<file path="src/rtl/cpu_pkg.sv">
// Shared CPU definitions: IR field positions, opcodes, widths and fetch-state encoding.
// S_HALT exists only when IFU_HALT_DETECT_EN is defined.
package cpu_pkg;

   localparam int ADDR_W_DEF = 11;
   localparam int DATA_W_DEF = 32;

   // IR field bit positions
   localparam int OPER_MSB     = 31;
   localparam int OPER_LSB     = 27;
   localparam int RDST_MSB     = 26;
   localparam int RDST_LSB     = 22;
   localparam int RSRC1_MSB    = 21;
   localparam int RSRC1_LSB    = 17;
   localparam int IMM_MODE_BIT = 16;
   localparam int RSRC2_MSB    = 15;
   localparam int RSRC2_LSB    = 11;
   localparam int ISRC_MSB     = 15;
   localparam int ISRC_LSB     = 0;

   localparam logic [4:0] OP_MOVSGPR = 5'd0;
   localparam logic [4:0] OP_MOV     = 5'd1;
   localparam logic [4:0] OP_ADD     = 5'd2;
   localparam logic [4:0] OP_SUB     = 5'd3;
   localparam logic [4:0] OP_MUL     = 5'd4;
   localparam logic [4:0] OP_ROR     = 5'd5;
   localparam logic [4:0] OP_RAND    = 5'd6;
   localparam logic [4:0] OP_RXOR    = 5'd7;
   localparam logic [4:0] OP_RXNOR   = 5'd8;
   localparam logic [4:0] OP_RNAND   = 5'd9;
   localparam logic [4:0] OP_RNOR    = 5'd10;
   localparam logic [4:0] OP_RNOT    = 5'd11;
   localparam logic [4:0] OP_HALT    = 5'b11111;

`ifdef IFU_HALT_DETECT_EN
   typedef enum logic [1:0] {S_IDLE = 2'd0, S_RUN = 2'd1, S_HALT = 2'd2} fetch_state_t;
`else
   typedef enum logic [1:0] {S_IDLE = 2'd0, S_RUN = 2'd1} fetch_state_t;
`endif

   function automatic logic [4:0] oper_type(input logic [31:0] ir);
      return ir[OPER_MSB:OPER_LSB];
   endfunction

endpackage

</file>
<file path="src/rtl/ifu_queue.sv">
// Two-entry FIFO of {pc, instr} words for the fetch unit, with flush.
// Head reads as zero while empty so the IR outputs idle at zero.
module ifu_queue #(
   parameter int W = 43
) (
   input  logic         clk,
   input  logic         sys_rst,
   input  logic         push,
   input  logic         pop,
   input  logic         flush,
   input  logic [W-1:0] din,
   output logic [W-1:0] head,
   output logic [1:0]   count,
   output logic         full,
   output logic         empty
);

   logic [W-1:0] mem [2];
   logic         rd_ptr;
   logic         wr_ptr;

   always_ff @(posedge clk) begin
      if (sys_rst || flush) begin
         rd_ptr <= 1'b0;
         wr_ptr <= 1'b0;
         count  <= 2'd0;
      end else begin
         if (push) begin
            mem[wr_ptr] <= din;
            wr_ptr      <= ~wr_ptr;
         end
         if (pop) rd_ptr <= ~rd_ptr;
         case ({push, pop})
            2'b10:   count <= count + 2'd1;
            2'b01:   count <= count - 2'd1;
            default: count <= count;
         endcase
      end
   end

   assign empty = (count == 2'd0);
   assign full  = (count == 2'd2);
   assign head  = empty ? '0 : mem[rd_ptr];

endmodule

</file>
<file path="src/rtl/instr_fetch_unit.sv">
// Fetch stage: PC, 1-cycle-latency BRAM reads, 2-entry IR queue, jump redirect.
// Optional HALT-opcode stop is enabled by defining IFU_HALT_DETECT_EN.
module instr_fetch_unit
   import cpu_pkg::*;
#(
   parameter int ADDR_W = ADDR_W_DEF,
   parameter int DATA_W = DATA_W_DEF,
   parameter int QDEPTH = 2
) (
   input  logic              clk,
   input  logic              sys_rst,
   output logic              imem_en,
   output logic [ADDR_W-1:0] imem_addr,
   input  logic [DATA_W-1:0] imem_dout,
   input  logic              jmp_valid,
   input  logic [ADDR_W-1:0] jmp_addr,
   output logic              ir_valid,
   input  logic              ir_ready,
   output logic [DATA_W-1:0] ir_out,
   output logic [ADDR_W-1:0] ir_pc,
   output logic              fetch_busy
);

   fetch_state_t               state, state_nx;
   logic [ADDR_W-1:0]          pc, inflight_pc;
   logic                       inflight;
   logic                       issue, push, pop;
   logic [1:0]                 q_count;
   logic                       q_full, q_empty;
   logic [ADDR_W+DATA_W-1:0]   q_head;
   logic [2:0]                 occ;

   assign occ = {1'b0, q_count} + {2'b00, inflight};
   assign pop = !q_empty && ir_ready && !jmp_valid;

   // A read returning while halted belongs to a word after HALT and is dropped
`ifdef IFU_HALT_DETECT_EN
   assign push = inflight && !jmp_valid && (state != S_HALT);
`else
   assign push = inflight && !jmp_valid;
`endif

   always_comb begin
      state_nx = state;
      issue    = 1'b0;
      case (state)
         S_IDLE: state_nx = S_RUN;
         S_RUN: begin
            issue = !jmp_valid && (pop || (!q_full && (occ < 3'(QDEPTH))));
`ifdef IFU_HALT_DETECT_EN
            if (push && oper_type(imem_dout) == OP_HALT) state_nx = S_HALT;
`endif
         end
`ifdef IFU_HALT_DETECT_EN
         S_HALT: state_nx = S_HALT;
`endif
         default: state_nx = S_IDLE;
      endcase
      if (jmp_valid) state_nx = S_RUN;
   end

   always_ff @(posedge clk) begin
      if (sys_rst) begin
         state       <= S_IDLE;
         pc          <= '0;
         inflight    <= 1'b0;
         inflight_pc <= '0;
      end else begin
         state    <= state_nx;
         inflight <= issue;
         if (issue) begin
            inflight_pc <= pc;
            pc          <= pc + ADDR_W'(1);
         end
         if (jmp_valid) pc <= jmp_addr;
      end
   end

   ifu_queue #(.W(ADDR_W + DATA_W)) u_queue (
      .clk     (clk),
      .sys_rst (sys_rst),
      .push    (push),
      .pop     (pop),
      .flush   (jmp_valid),
      .din     ({inflight_pc, imem_dout}),
      .head    (q_head),
      .count   (q_count),
      .full    (q_full),
      .empty   (q_empty)
   );

   assign imem_en    = issue;
   assign imem_addr  = pc;
   assign ir_valid   = !q_empty;
   assign ir_out     = q_head[DATA_W-1:0];
   assign ir_pc      = q_head[DATA_W +: ADDR_W];
   assign fetch_busy = (q_count != 2'd0) | inflight;

endmodule

</file>
<file path="config.mk">
export PLATFORM = sky130hd
export DESIGN_NAME = instr_fetch_unit
export DESIGN_NICKNAME = d
export VERILOG_FILES = /design/src/rtl/cpu_pkg.sv /design/src/rtl/ifu_queue.sv /design/src/rtl/instr_fetch_unit.sv
export SDC_FILE = /design/constraint.sdc
export NUM_CORES = 1
export LEC_CHECK = 0
export CAP_MARGIN = 0
export CORE_ASPECT_RATIO = 1.2
export CORE_MARGIN = 5
export CORE_UTILIZATION = 45
export DETAILED_ROUTE_END_ITERATION = 8
export DONT_BUFFER_PORTS = 1
export PLACE_DENSITY = 0.59
export RECOVER_POWER = 100
export REMOVE_ABC_BUFFERS = 1
export SLEW_MARGIN = 25
export SYNTH_ARGS = -nofsm -noshare
export SYNTH_HDL_FRONTEND = slang
export SYNTH_HIERARCHICAL = 1
export SYNTH_SLANG_ARGS = --single-unit
export TNS_END_PERCENT = 1
</file>
<file path="constraint.sdc">
create_clock -name clk -period 8 [get_ports clk]
set_input_delay 1.2 -clock clk [delete_from_list [all_inputs] [get_ports clk]]
set_output_delay 1.2 -clock clk [all_outputs]
set_load 0.005 [all_outputs]
</file>
Word-level counts from Yosys, hierarchy flattened
Memories as Yosys holds them, arrays and structs flattened. A register that Yosys moved wholly into a read port is not among the register bits.
Cells that the tools add are included.
{"block": "classes", "addsub": 4, "magnitude_cmp": 1, "n_eq_ne": 5, "muxes": 12, "bitwise_logic": 3, "reduce_logical": 16}
{"cell": "$mux W43", "count": 1}
{"cell": "$mux W11", "count": 2}
{"cell": "$add A11 B1 Y11 const B", "count": 1}
{"cell": "$pmux W2 S2", "count": 2}
{"cell": "$mux W1", "count": 7}
{"cell": "$reduce_bool A2 Y1", "count": 3}
{"cell": "$logic_and A1 B1 Y1", "count": 5}
{"cell": "$eq A2 B1 Y1 const B", "count": 2}
{"cell": "$eq A2 B2 Y1 const B", "count": 2}
{"cell": "$logic_not A2 Y1", "count": 2}
{"cell": "$add A2 B1 Y3", "count": 1}
{"cell": "$logic_not A1 Y1", "count": 3}
{"cell": "$lt A3 B2 Y1 const B", "count": 1}
{"cell": "$add A2 B1 Y2 const B", "count": 1}
{"cell": "$logic_or A1 B1 Y1", "count": 2}
{"cell": "$ne A2 B2 Y1 const B", "count": 1}
{"cell": "$not A1 Y1", "count": 2}
{"cell": "$reduce_or A2 Y1", "count": 1}
{"cell": "$sub A2 B1 Y2 const B", "count": 1}
{"cell": "$or A1 B1 Y1", "count": 1}
{"block": "word_totals", "regBits": 29, "mem_bits_rw": 86, "inputBits": 47, "output_inout_bits": 57, "wordCells": 50, "memories": 1}
{"memory": "u_queue.mem", "depth": 2, "word_bits": 43, "rd": 1, "rd_ports_with_merged_regs": 1, "write_ports": 1, "line": "ifu_queue.sv:18", "text": "logic [W-1:0] mem [2];"}

Logic depth before layout (Yosys ltp)
Gate-level depths: netlist of the first run.
{"block": "logic_depth", "depth_word": 9, "mapped_depth": 9, "depth_no_buf": 7}

By module
The synthesis of the first run kept the hierarchy.
{"module": "ifu_queue", "n_inst": 1, "cells_per_inst": 204, "area_per_inst_um2": 3445.8, "seq_area_each_um2": 2682.6}
{"module": "instr_fetch_unit", "n_inst": 1, "cells_per_inst": 121, "area_per_inst_um2": 1128.6, "seq_area_each_um2": 480.5}

Worst setup path before layout of the first run
OpenSTA, ideal clock, no wires.
{"block": "synth_timing", "path_kind": "input to register", "from": "input port jmp_valid", "to": "memory u_queue.mem[0][0] (enable)", "setup_ns": 0.551, "t_arrival_ns": 5.635, "t_required_ns": 7.449, "path_slack_ns": 1.814, "cell_stages": 3, "path_buffers": 0, "cell_sequence": "nor2b_1 -> inv_1 -> nor4_1"}
{"block": "synth_via", "elab_chain_len": 5, "word_cells_on_any_way": 6, "cone_classes": "3 x mux; 3 x reduce/logical"}
{"element": "from (decl)", "line": "instr_fetch_unit.sv:15", "text": "input logic jmp_valid,"}
{"element": "$logic_not A1 Y1", "line": "instr_fetch_unit.sv:40", "text": "assign push = inflight && !jmp_valid;"}
{"element": "$logic_and A1 B1 Y1", "line": "instr_fetch_unit.sv:40"}
{"element": "$mux W1", "line": "ifu_queue.sv:28", "text": "if (push) begin"}
{"element": "$mux W1 (*)", "line": "ifu_queue.sv:23", "text": "if (sys_rst || flush) begin"}
{"element": "$mux W1 (implied by the code) (*)", "line": "ifu_queue.sv:29", "text": "mem[wr_ptr] <= din;"}
{"element": "to (decl)", "line": "ifu_queue.sv:18"}
Every way passes the cells marked *; elsewhere a longest branch is shown, timed or not.

Worst setup path after layout of the first run
{"block": "layout_timing", "from": "register u_queue.count[0]", "to": "output port ir_pc[4]"}
{"block": "layout_via", "elab_chain_len": 2}
{"element": "from (decl)", "line": "ifu_queue.sv:13", "text": "output logic [1:0] count,"}
{"element": "from (signal assigned)", "line": "ifu_queue.sv:34", "text": "2'b10: count <= count + 2'd1;"}
{"element": "from (signal assigned)", "line": "ifu_queue.sv:35", "text": "2'b01: count <= count - 2'd1;"}
{"element": "from (signal assigned)", "line": "ifu_queue.sv:36", "text": "default: count <= count;"}
{"element": "$logic_not A2 Y1", "line": "ifu_queue.sv:41", "text": "assign empty = (count == 2'd0);"}
{"element": "via q_empty", "line": "instr_fetch_unit.sv:29", "text": "logic q_full, q_empty;"}
{"element": "$mux W43", "line": "ifu_queue.sv:43", "text": "assign head = empty ? '0 : mem[rd_ptr];"}
{"element": "to (decl)", "line": "instr_fetch_unit.sv:20", "text": "output logic [ADDR_W-1:0] ir_pc,"}
The timed path passes the listed nets, and every way through them passes these cells.

==> flow_summary_export.csv, run 1 <==
group,metric,value,unit
drt,dr.pass1.iters,4,
synth,syn_inst,325,
synth,async_flop_share,0,%
setup_path,crit_path_end_kind,"primary output",
cells_and_area,final_common_cell,"edfxtp_1",
cells_and_area,drive_gt1_share,10.1,%
clock_network,clkTransAtPathRegs,0.05,ns
floorplanning,io_pins,104,
synth,synth_edf_count,86,
setup_path,worstPathRequired,6.80,ns
hold_path,hp-class,"reg2reg",
placement,port-buffer-count,0,
floorplanning,initial_utilization,45.9,%
drt,wl_per_cell,17.8,microns
clock_network,clock_sinks,115,
grt,track_usage,14.3,%
clock_network,cts_tree,"yes",
placement,dpl.cell_count,439,
grt,grt_pass1_wl,13200,microns
drt,drc,0,
sta,finalHoldViolCount,0,
power,peakVddDrop,0.155,mV
grt,grt-ovfl-total,0,
clock_network,hold_buffers,0,
sta,finalSetupViolations,0,
synth,synth_area_per_cell,14.1,sq um
setup_path,critPathSlowestCell,"clkbuf_1",
drt,ant_nets,0,
clock_network,cts_inserted_buffers,17,
status,status,"complete, but fails checks",
sta,timing.fmax,0.240,GHz
cells_and_area,final_nets,382,
cells_and_area,n_antenna_cell,0,
sta,tightest_slew,2.47,ns
setup_path,path_common_cell,"nor2_1",
clock_network,cts_setup_buffers,0,
sta,rsz0062_at_grt,"false",
synth,synthFlopType,"edfxtp_1",
floorplanning,die_area,0.0123,sq mm
setup_path,cp_max_fo,31,
floorplanning,chipHeight,120,microns
floorplanning,row_count,40,
setup_path,start_kind,"flop",
drt,wl,8420,microns
sta,slew_headroom,-64.8,%
clock_network,clock_path_buffers,2,
drt,via_per_inst,5.39,
floorplanning,fp.dieW,102,microns
job,drv_cap,2,
sta,period_share,52.0,%
synth,synthesis.area,0.00457,sq mm
clock_network,cts-resized-gates,0,
sta,tns,0,ns
sta,setup_slack,3.84,ns
synth,synth-seq-cells,115,
setup_path,cp.arrival,2.96,ns
status,violations,"capacitance limit, slew limit",
sta,fin_skew,0.00912,ns
clock_network,htree_num_levels,4,
clock_network,worstSkewPairLatency,0.40,ns
synth,ys_types,35,
setup_path,critPathMaxStageDelay,1.07,ns
clock_network,root_buffer,"clkbuf_16",
power,p_leak,1.74,nW
grt,grt_pass1_vias,2577,
sta,whs,0.457,ns
placement,gp_congestion,0.716,
sta,fin_crit,4.16,ns
grt,grt_max_degree,47,
synth,ys_warn_count,6,
floorplanning,core_area,0.00996,sq mm
grt,antenna_found_initial,0,
placement,dp_slack,4.62,ns
power,total_power,1.43,mW
placement,dp_hpwl,5370,microns
drt,drt_iter0_markers,68,
setup_path,regToRegSetupSlack,4.67,ns
setup_path,worstSetupPathType,"reg2out",
cells_and_area,final_cell_mix,"86 x edfxtp_1, 67 x nor2_1, 55 x mux2i_1",
synth,seq_area_frac_synth,69.1,%
drt,num_vias,2542,
cells_and_area,stdcell_count,472,
setup_path,crit_path_cell_trace,"nor2_1 > clkbuf_1 > nor2_1",
power,power_density,271,mW/mm^2
cells_and_area,area_growth_syn_to_layout,15.0,%
sta,maxSlewViolCount,88,
[per-stage QoR]
step	util, %	instance area, sq um
CTS	53.3	5300
global route	52.8	5260
floorplan	-	4500
finish	52.8	5260
detailed placement	47.1	4690
global placement	47.1	4690
[per-layer routing]
layer / GRT usage (%) / share of wire (%)
met1: 15.4 / 38
met2: 23.3 / 50
met3: 7.10 / 10
met4: 6.97 / 1.8
met5: 0 / 0
[synthesized netlist by cell type, drive strengths merged, types with 3 or more instances]
master,n,area share [%]
a211oi,12,2.2
nor2b,3,0.41
o21ai,3,0.41
nand4,4,0.55
a21oi,4,0.44
mux2i,55,12
xnor2,9,1.7
clkbuf,5,0.41
buf,10,1.3
inv,5,0.41
nor3,5,0.55
edfxtp,86,56
nor2,67,5.5
nand3,3,0.33
dfxtp,29,13
nand2,3,0.25
[final cells by class]
cell class	count	area (sq um)
tap	126	158
timing repair buffer	4	18.8
fill	832	4700
clock inverter	10	93.8
inverter	5	18.8
sequential	115	3160
multi-input combinational	190	1290
clock buffer	22	518
[state kept, by name, summed over array words and instances (netlist names), named ones only]
name / count
u_queue/wr_ptr: 1
inflight: 1
u_queue/mem: 86
state: 1
u_queue/count: 2
u_queue/rd_ptr: 1
imem_addr: 11
inflight_pc: 11
[critical path, delay by kind of cell, from the launching register on]
kind,cells,cell delay [ns]
AND/OR/NAND/NOR,2,1.09
flip-flops,1,0.38
buffers and inverters,1,1.07
[path summary, 6_finish.rpt]
kind	from	end	cells after the start
min	inflight_pc[7]$_SDFFE_PP0P_	u_queue/mem[1][39]$_DFFE_PP_	0
min reg2reg	inflight_pc[7]$_SDFFE_PP0P_	u_queue/mem[1][39]$_DFFE_PP_	0
max	u_queue/count[0]$_SDFFE_PP0P_	ir_pc[4]	3
max reg2reg	inflight$_SDFF_PP0_	u_queue/mem[0][20]$_DFFE_PP_	4
[cell families (layout without fill, tap and decap cells)]
| logic type | Yosys count | count (layout) | synth area share, % |
|---|---|---|---|
| AO/OA/AOI/OAI | 27 | 27 | 4.95 |
| buffers and inverters | 20 | 41 | 2.13 |
| flip-flops | 115 | 115 | 69.1 |
| XOR/XNOR | 11 | 11 | 2.11 |
| adder cells (fa/ha/maj) | 2 | 2 | 0.547 |
| AND/OR/NAND/NOR | 95 | 95 | 9.08 |
| multiplexers | 55 | 55 | 12.0 |
[report_power, final]
| group | switching [mW] | internal [mW] |
|---|---|---|
| clock | 0.253 | 0.490 |
| sequential | 0.0104 | 0.649 |
| combinational | 0.0133 | 0.0109 |
(Power assumes the default switching activity.)
==> inputs of run 2 (changes only) <==
clock period = 4.2 ns   (was 8 ns; I/O delays follow)
==> run 2 against run 1 <==
Compared with the run above:
- the flow still finishes with violations (capacitance limit, slew limit)
- count of clock-buffer cells in the layout down 1
- critical path depth up 1
- total power up 87%
- flip-flop and latch count unchanged
- clock skew down 0.00055 ns
- highest routed layer unchanged
- sequential share of layout area up 0.42 points
- worst hold slack worse by 0.17 ns
- critical endpoint is now u_queue/mem[0][21]$_DFFE_PP_
- combinational power up 90%
- design area down 0.69%
==> flow_summary_export.csv, run 2 (same netlist as run 1, synthesis figures left out) <==
group,metric,value,unit
power,switching_power,525,uW
cells_and_area,final_cell_mix,"86 x edfxtp_1, 67 x nor2_1, 55 x mux2i_1",
cells_and_area,n_antenna_cell,0,
power,p_int,2.14,mW
power,seqPwrFrac,47.2,%
clock_network,cts_setup_buffers,0,
sta,whs,0.287,ns
grt,grt-ovfl-total,0,
floorplanning,io_pins,104,
grt,grtUsageMet1,16.1,%
clock_network,hold_buffers,0,
setup_path,start_kind,"flop",
drt,wl,8650,microns
clock_network,cts_tree,"yes",
status,violations,"capacitance limit, slew limit",
drt,dr.pass1.iters,4,
cells_and_area,area_growth_syn_to_layout,14.3,%
clock_network,cts-resized-gates,0,
status,status,"complete, but fails checks",
clock_network,clkTransAtPathRegs,0.06,ns
drt,num_vias,2554,
cells_and_area,fin_area,0.00523,sq mm
grt,top_usage_layer,"met2",
clock_network,htree_num_levels,4,
cells_and_area,max_flop_register,"u_queue/mem",
sta,fin_skew,0.00857,ns
setup_path,crit_path_end_kind,"flop",
sta,finalSetupViolations,0,
floorplanning,die_area,0.0123,sq mm
grt,grt_pass1_wl,13500,microns
setup_path,crit_start,"inflight$_SDFF_PP0_",
cells_and_area,drive_gt1_share,9.54,%
grt,grt_max_degree,45,
placement,gp_congestion,0.734,
clock_network,worstSkewPairLatency,0.40,ns
grt,track_usage,14.6,%
power,peakVddDrop,0.314,mV
floorplanning,core_area,0.00996,sq mm
power,total_power,2.66,mW
power,power_density,510,mW/mm^2
setup_path,cp.arrival,3.20,ns
power,p_leak,1.74,nW
sta,period_share,77.0,%
clock_network,clock_sinks,115,
power,switching_share,19.7,%
setup_path,cp_max_fo,43,
sta,timing.fmax,0.309,GHz
job,drv_cap,2,
drt,wl_per_cell,18.3,microns
hold_path,hp-class,"in2reg",
power,p_comb_share,1.7,%
clock_network,cts_inserted_buffers,17,
setup_path,worstPathRequired,4.16,ns
floorplanning,initial_utilization,45.9,%
placement,dp_hpwl,5670,microns
sta,maxSlewViolCount,88,
placement,port-buffer-count,0,
grt,grt_pass1_vias,2650,
floorplanning,chipHeight,120,microns
sta,finalHoldViolCount,0,
cells_and_area,stdcell_count,472,
placement,dpl.cell_count,440,
drt,drt_iter0_markers,85,
floorplanning,row_count,40,
sta,fin_crit,3.23,ns
sta,tightest_slew,2.50,ns
clock_network,root_buffer,"clkbuf_16",
drt,drc,0,
drt,ant_nets,0,
setup_path,r2r_start,"inflight$_SDFF_PP0_",
drt,via_per_inst,5.41,
grt,antenna_found_initial,0,
cells_and_area,final_common_cell,"edfxtp_1",
sta,setup_slack,0.967,ns
sta,rsz0062_at_grt,"false",
power,pwr-share-clk,51.1,%
grt,use_met3,7.04,%
placement,place_area,0.00470,sq mm
hold_path,min_from,"sys_rst",
cells_and_area,final_nets,382,
placement,dp_slack,1.85,ns
clock_network,clock_path_buffers,2,
grt,met2_usage,23.9,%
setup_path,worstSetupPathType,"reg2reg",
floorplanning,fp.dieW,102,microns
cells_and_area,largest_reg_flops,86,
sta,slew_headroom,-66.9,%
[run 2: cell types whose count changed in the layout (fill, tap and decap cells not counted), sizes merged]
cell,change
clkinv,+3
inv,+3
clkbuf,-1
clkinvlp,-5
[run 2: per-layer routing]
| layer | wire length (microns) | vias up |
|---|---|---|
| li1 | - | 1214 |
| met1 | 3340 | 1243 |
| met2 | 4390 | 93 |
| met3 | 870 | 4 |
| met4 | 50 | 0 |
| met5 | 0 | - |
[run 2: through the flow]
stage,TNS [ns],utilization [%]
finish,0,52.5
floorplan,-60.89,-
detailed placement,0,47.2
global placement,0,47.2
global route,0,52.5
CTS,0,53.0
[run 2: worst paths after layout]
check | end | slack (ns) | cells after the start
hold / removal | imem_addr[9]$_SDFFE_PP0P_ | 0.29 | 1
hold reg to reg | u_queue/mem[0][42]$_DFFE_PP_ | 0.45 | 0
setup / recovery | u_queue/mem[0][21]$_DFFE_PP_ | 0.97 | 4
setup reg to reg | u_queue/mem[0][21]$_DFFE_PP_ | 0.97 | 4
[run 2: cell type report]
class / instances / area, sq um
Timing Repair Buffer: 4 / 18.8
Multi-Input combinational cell: 190 / 1290
Sequential cell: 115 / 3160
Clock buffer: 21 / 483
Tap cell: 126 / 158
Inverter: 5 / 18.8
Fill cell: 850 / 4730
Clock inverter: 11 / 97.6
[run 2: power by group through the flow]
stage	clock network [mW]	logic (mW)	registers, mW
after global placement	0	0.0466	1.28
final	1.36	0.0461	1.26
after CTS	1.39	0.0482	1.26
after detailed placement	0	0.0478	1.28
after global routing	1.44	0.0526	1.26
after floorplan	0	0.0391	1.27
[run 2: worst max-delay path, stage by stage (launching register included)]
cell	delay (ns)
dfxtp_1	0.36
nor2b_1	0.24
inv_1	0.09
nor4_1	0.26
clkbuf_1	1.82
==> inputs of run 3 (changes only) <==
PLACE_DENSITY = 0.61   (was 0.59)
clock period = 2.6 ns   (was 4.2 ns; I/O delays follow)
==> run 3 against run 2 <==
Compared with the run above:
- the flow now finishes without violations
- clock power grew 77%
- largest power group unchanged
- count of clock-buffer cells in the layout grew 1
- via count grew 2.5%
- largest cell class unchanged
- highest routed layer unchanged
- flip-flop and latch count unchanged
- first-iteration DRC count rose by 8.2%
- clock skew is 0.0034 ns lower
- routed wire length is 1.4% lower
==> flow_summary_export.csv, run 3 (same netlist as run 1, synthesis figures left out) <==
group,metric,value,unit
setup_path,worstSetupPathType,"reg2reg",
grt,grt_max_degree,45,
hold_path,hp-class,"in2reg",
floorplanning,io_pins,104,
clock_network,hold_buffers,0,
floorplanning,die_area,0.0123,sq mm
power,seqPwrFrac,44.9,%
clock_network,root_buffer,"clkbuf_16",
cells_and_area,final_common_cell,"edfxtp_1",
clock_network,htree_num_levels,4,
grt,grt_pass1_wl,13300,microns
sta,fin_skew,0.00520,ns
placement,gp_congestion,0.786,
power,switching_power,816,uW
floorplanning,initial_utilization,45.9,%
setup_path,cp.arrival,2.28,ns
clock_network,cts-resized-gates,0,
cells_and_area,multiInputGateArea,0.00129,sq mm
drt,via_per_inst,5.51,
clock_network,clock_path_buffers,2,
setup_path,worstPathRequired,2.61,ns
setup_path,cp_max_fo,43,
floorplanning,chipHeight,120,microns
sta,fin_crit,2.26,ns
power,p_leak,1.79,nW
power,p_comb_share,1.7,%
cells_and_area,drive_gt1_share,11.5,%
sta,tightest_slew,1.15,ns
grt,track_usage,14.5,%
cells_and_area,final_nets,385,
cells_and_area,nFillCells,845,
sta,finalHoldViolCount,0,
power,pwr-share-clk,53.3,%
clock_network,clock_sinks,115,
power,p_int,3.70,mW
setup_path,start_kind,"flop",
setup_path,cp_top_family,"buffers and inverters",
power,switching_share,18.1,%
drt,ant_nets,0,
sta,finalSetupViolations,0,
clock_network,cts_inserted_buffers,17,
sta,rsz0062_at_grt,"false",
power,peakVddDrop,0.475,mV
sta,timing.fmax,0.442,GHz
sta,tns,0,ns
clock_network,cts_setup_buffers,0,
placement,dp_hpwl,5600,microns
cells_and_area,seqCellArea,0.00316,sq mm
grt,antenna_found_initial,0,
setup_path,critPathSlowestCell,"clkbuf_2",
sta,setup_slack,0.335,ns
sta,maxSlewViolCount,0,
drt,num_vias,2617,
job,drv_cap,0,
cells_and_area,n_antenna_cell,0,
sta,period_share,87.1,%
setup_path,crit_path_end_kind,"flop",
floorplanning,row_count,40,
placement,port-buffer-count,0,
clock_network,cts_tree,"yes",
setup_path,critical_path_buf_inv_count,2,
sta,slew_headroom,23.3,%
setup_path,critPathMaxStageDelay,0.91,ns
setup_path,crit_path_cell_trace,"nor2b_1 > inv_1 > nor4_2 > clkbuf_2",
cells_and_area,final_cell_mix,"86 x edfxtp_1, 67 x nor2_1, 55 x mux2i_1",
grt,grt-ovfl-total,0,
status,status,"completed",
power,total_power,4.52,mW
cells_and_area,max_flop_register,"u_queue/mem",
grt,grt_pass1_vias,2613,
floorplanning,fp.dieW,102,microns
clock_network,worstSkewPairLatency,0.40,ns
drt,drt_iter0_markers,92,
cells_and_area,largest_reg_flops,86,
floorplanning,core_area,0.00996,sq mm
drt,wl,8520,microns
cells_and_area,area_growth_syn_to_layout,16.4,%
power,power_density,849,mW/mm^2
drt,wl_per_cell,17.9,microns
drt,dr.pass1.iters,4,
placement,dp_slack,0.608,ns
drt,drc,0,
clock_network,clkTransAtPathRegs,0.05,ns
run 3: final timing paths:
kind	start	endpoint	slack (ns)	cells after the start
worst max register to register	inflight$_SDFF_PP0_	u_queue/mem[0][2]$_DFFE_PP_	0.34	4
worst min-delay path	sys_rst	imem_addr[9]$_SDFFE_PP0P_	0.05	1
worst max-delay path	inflight$_SDFF_PP0_	u_queue/mem[0][2]$_DFFE_PP_	0.34	4
worst min register to register	inflight_pc[9]$_SDFFE_PP0P_	u_queue/mem[1][41]$_DFFE_PP_	0.45	0
run 3: power groups by stage:
| stage | clock network, mW | registers, mW | logic [mW] |
|---|---|---|---|
| global route | 2.55 | 2.03 | 0.0887 |
| global placement | 0 | 2.06 | 0.0782 |
| floorplan | 0 | 2.06 | 0.0632 |
| detailed placement | 0 | 2.07 | 0.0810 |
| CTS | 2.45 | 2.03 | 0.0815 |
| finish | 2.41 | 2.03 | 0.0783 |
run 3: cell type report:
class / instances / share of cell area (%)
sequential: 115 / 59.4
tap: 126 / 2.96
clock buffer: 22 / 8.91
multi-input combinational: 190 / 24.3
clock inverter: 10 / 2.91
timing repair buffer: 7 / 1.13
inverter: 5 / 0.353
run 3: metal layers:
| metal | routed length (microns) | GRT usage [%] |
|---|---|---|
| met5 | 0 | 0 |
| met3 | 922 | 7.96 |
| met4 | 180 | 6.56 |
| met2 | 4180 | 23.3 |
| met1 | 3240 | 15.4 |
run 3: per-stage QoR:
| stage | cell area [sq um] | hold slack (ns) | cells | utilization [%] |
|---|---|---|---|---|
| after floorplan | 4500 | 0.425 | 310 | - |
| after global placement | 4750 | 0.436 | 443 | 47.7 |
| after detailed placement | 4750 | 0.443 | 443 | 47.7 |
| after CTS | 5380 | 0.0235 | 475 | 54.0 |
| after global routing | 5320 | 0.0185 | 475 | 53.4 |
| final | 5320 | 0.0451 | 475 | 53.4 |
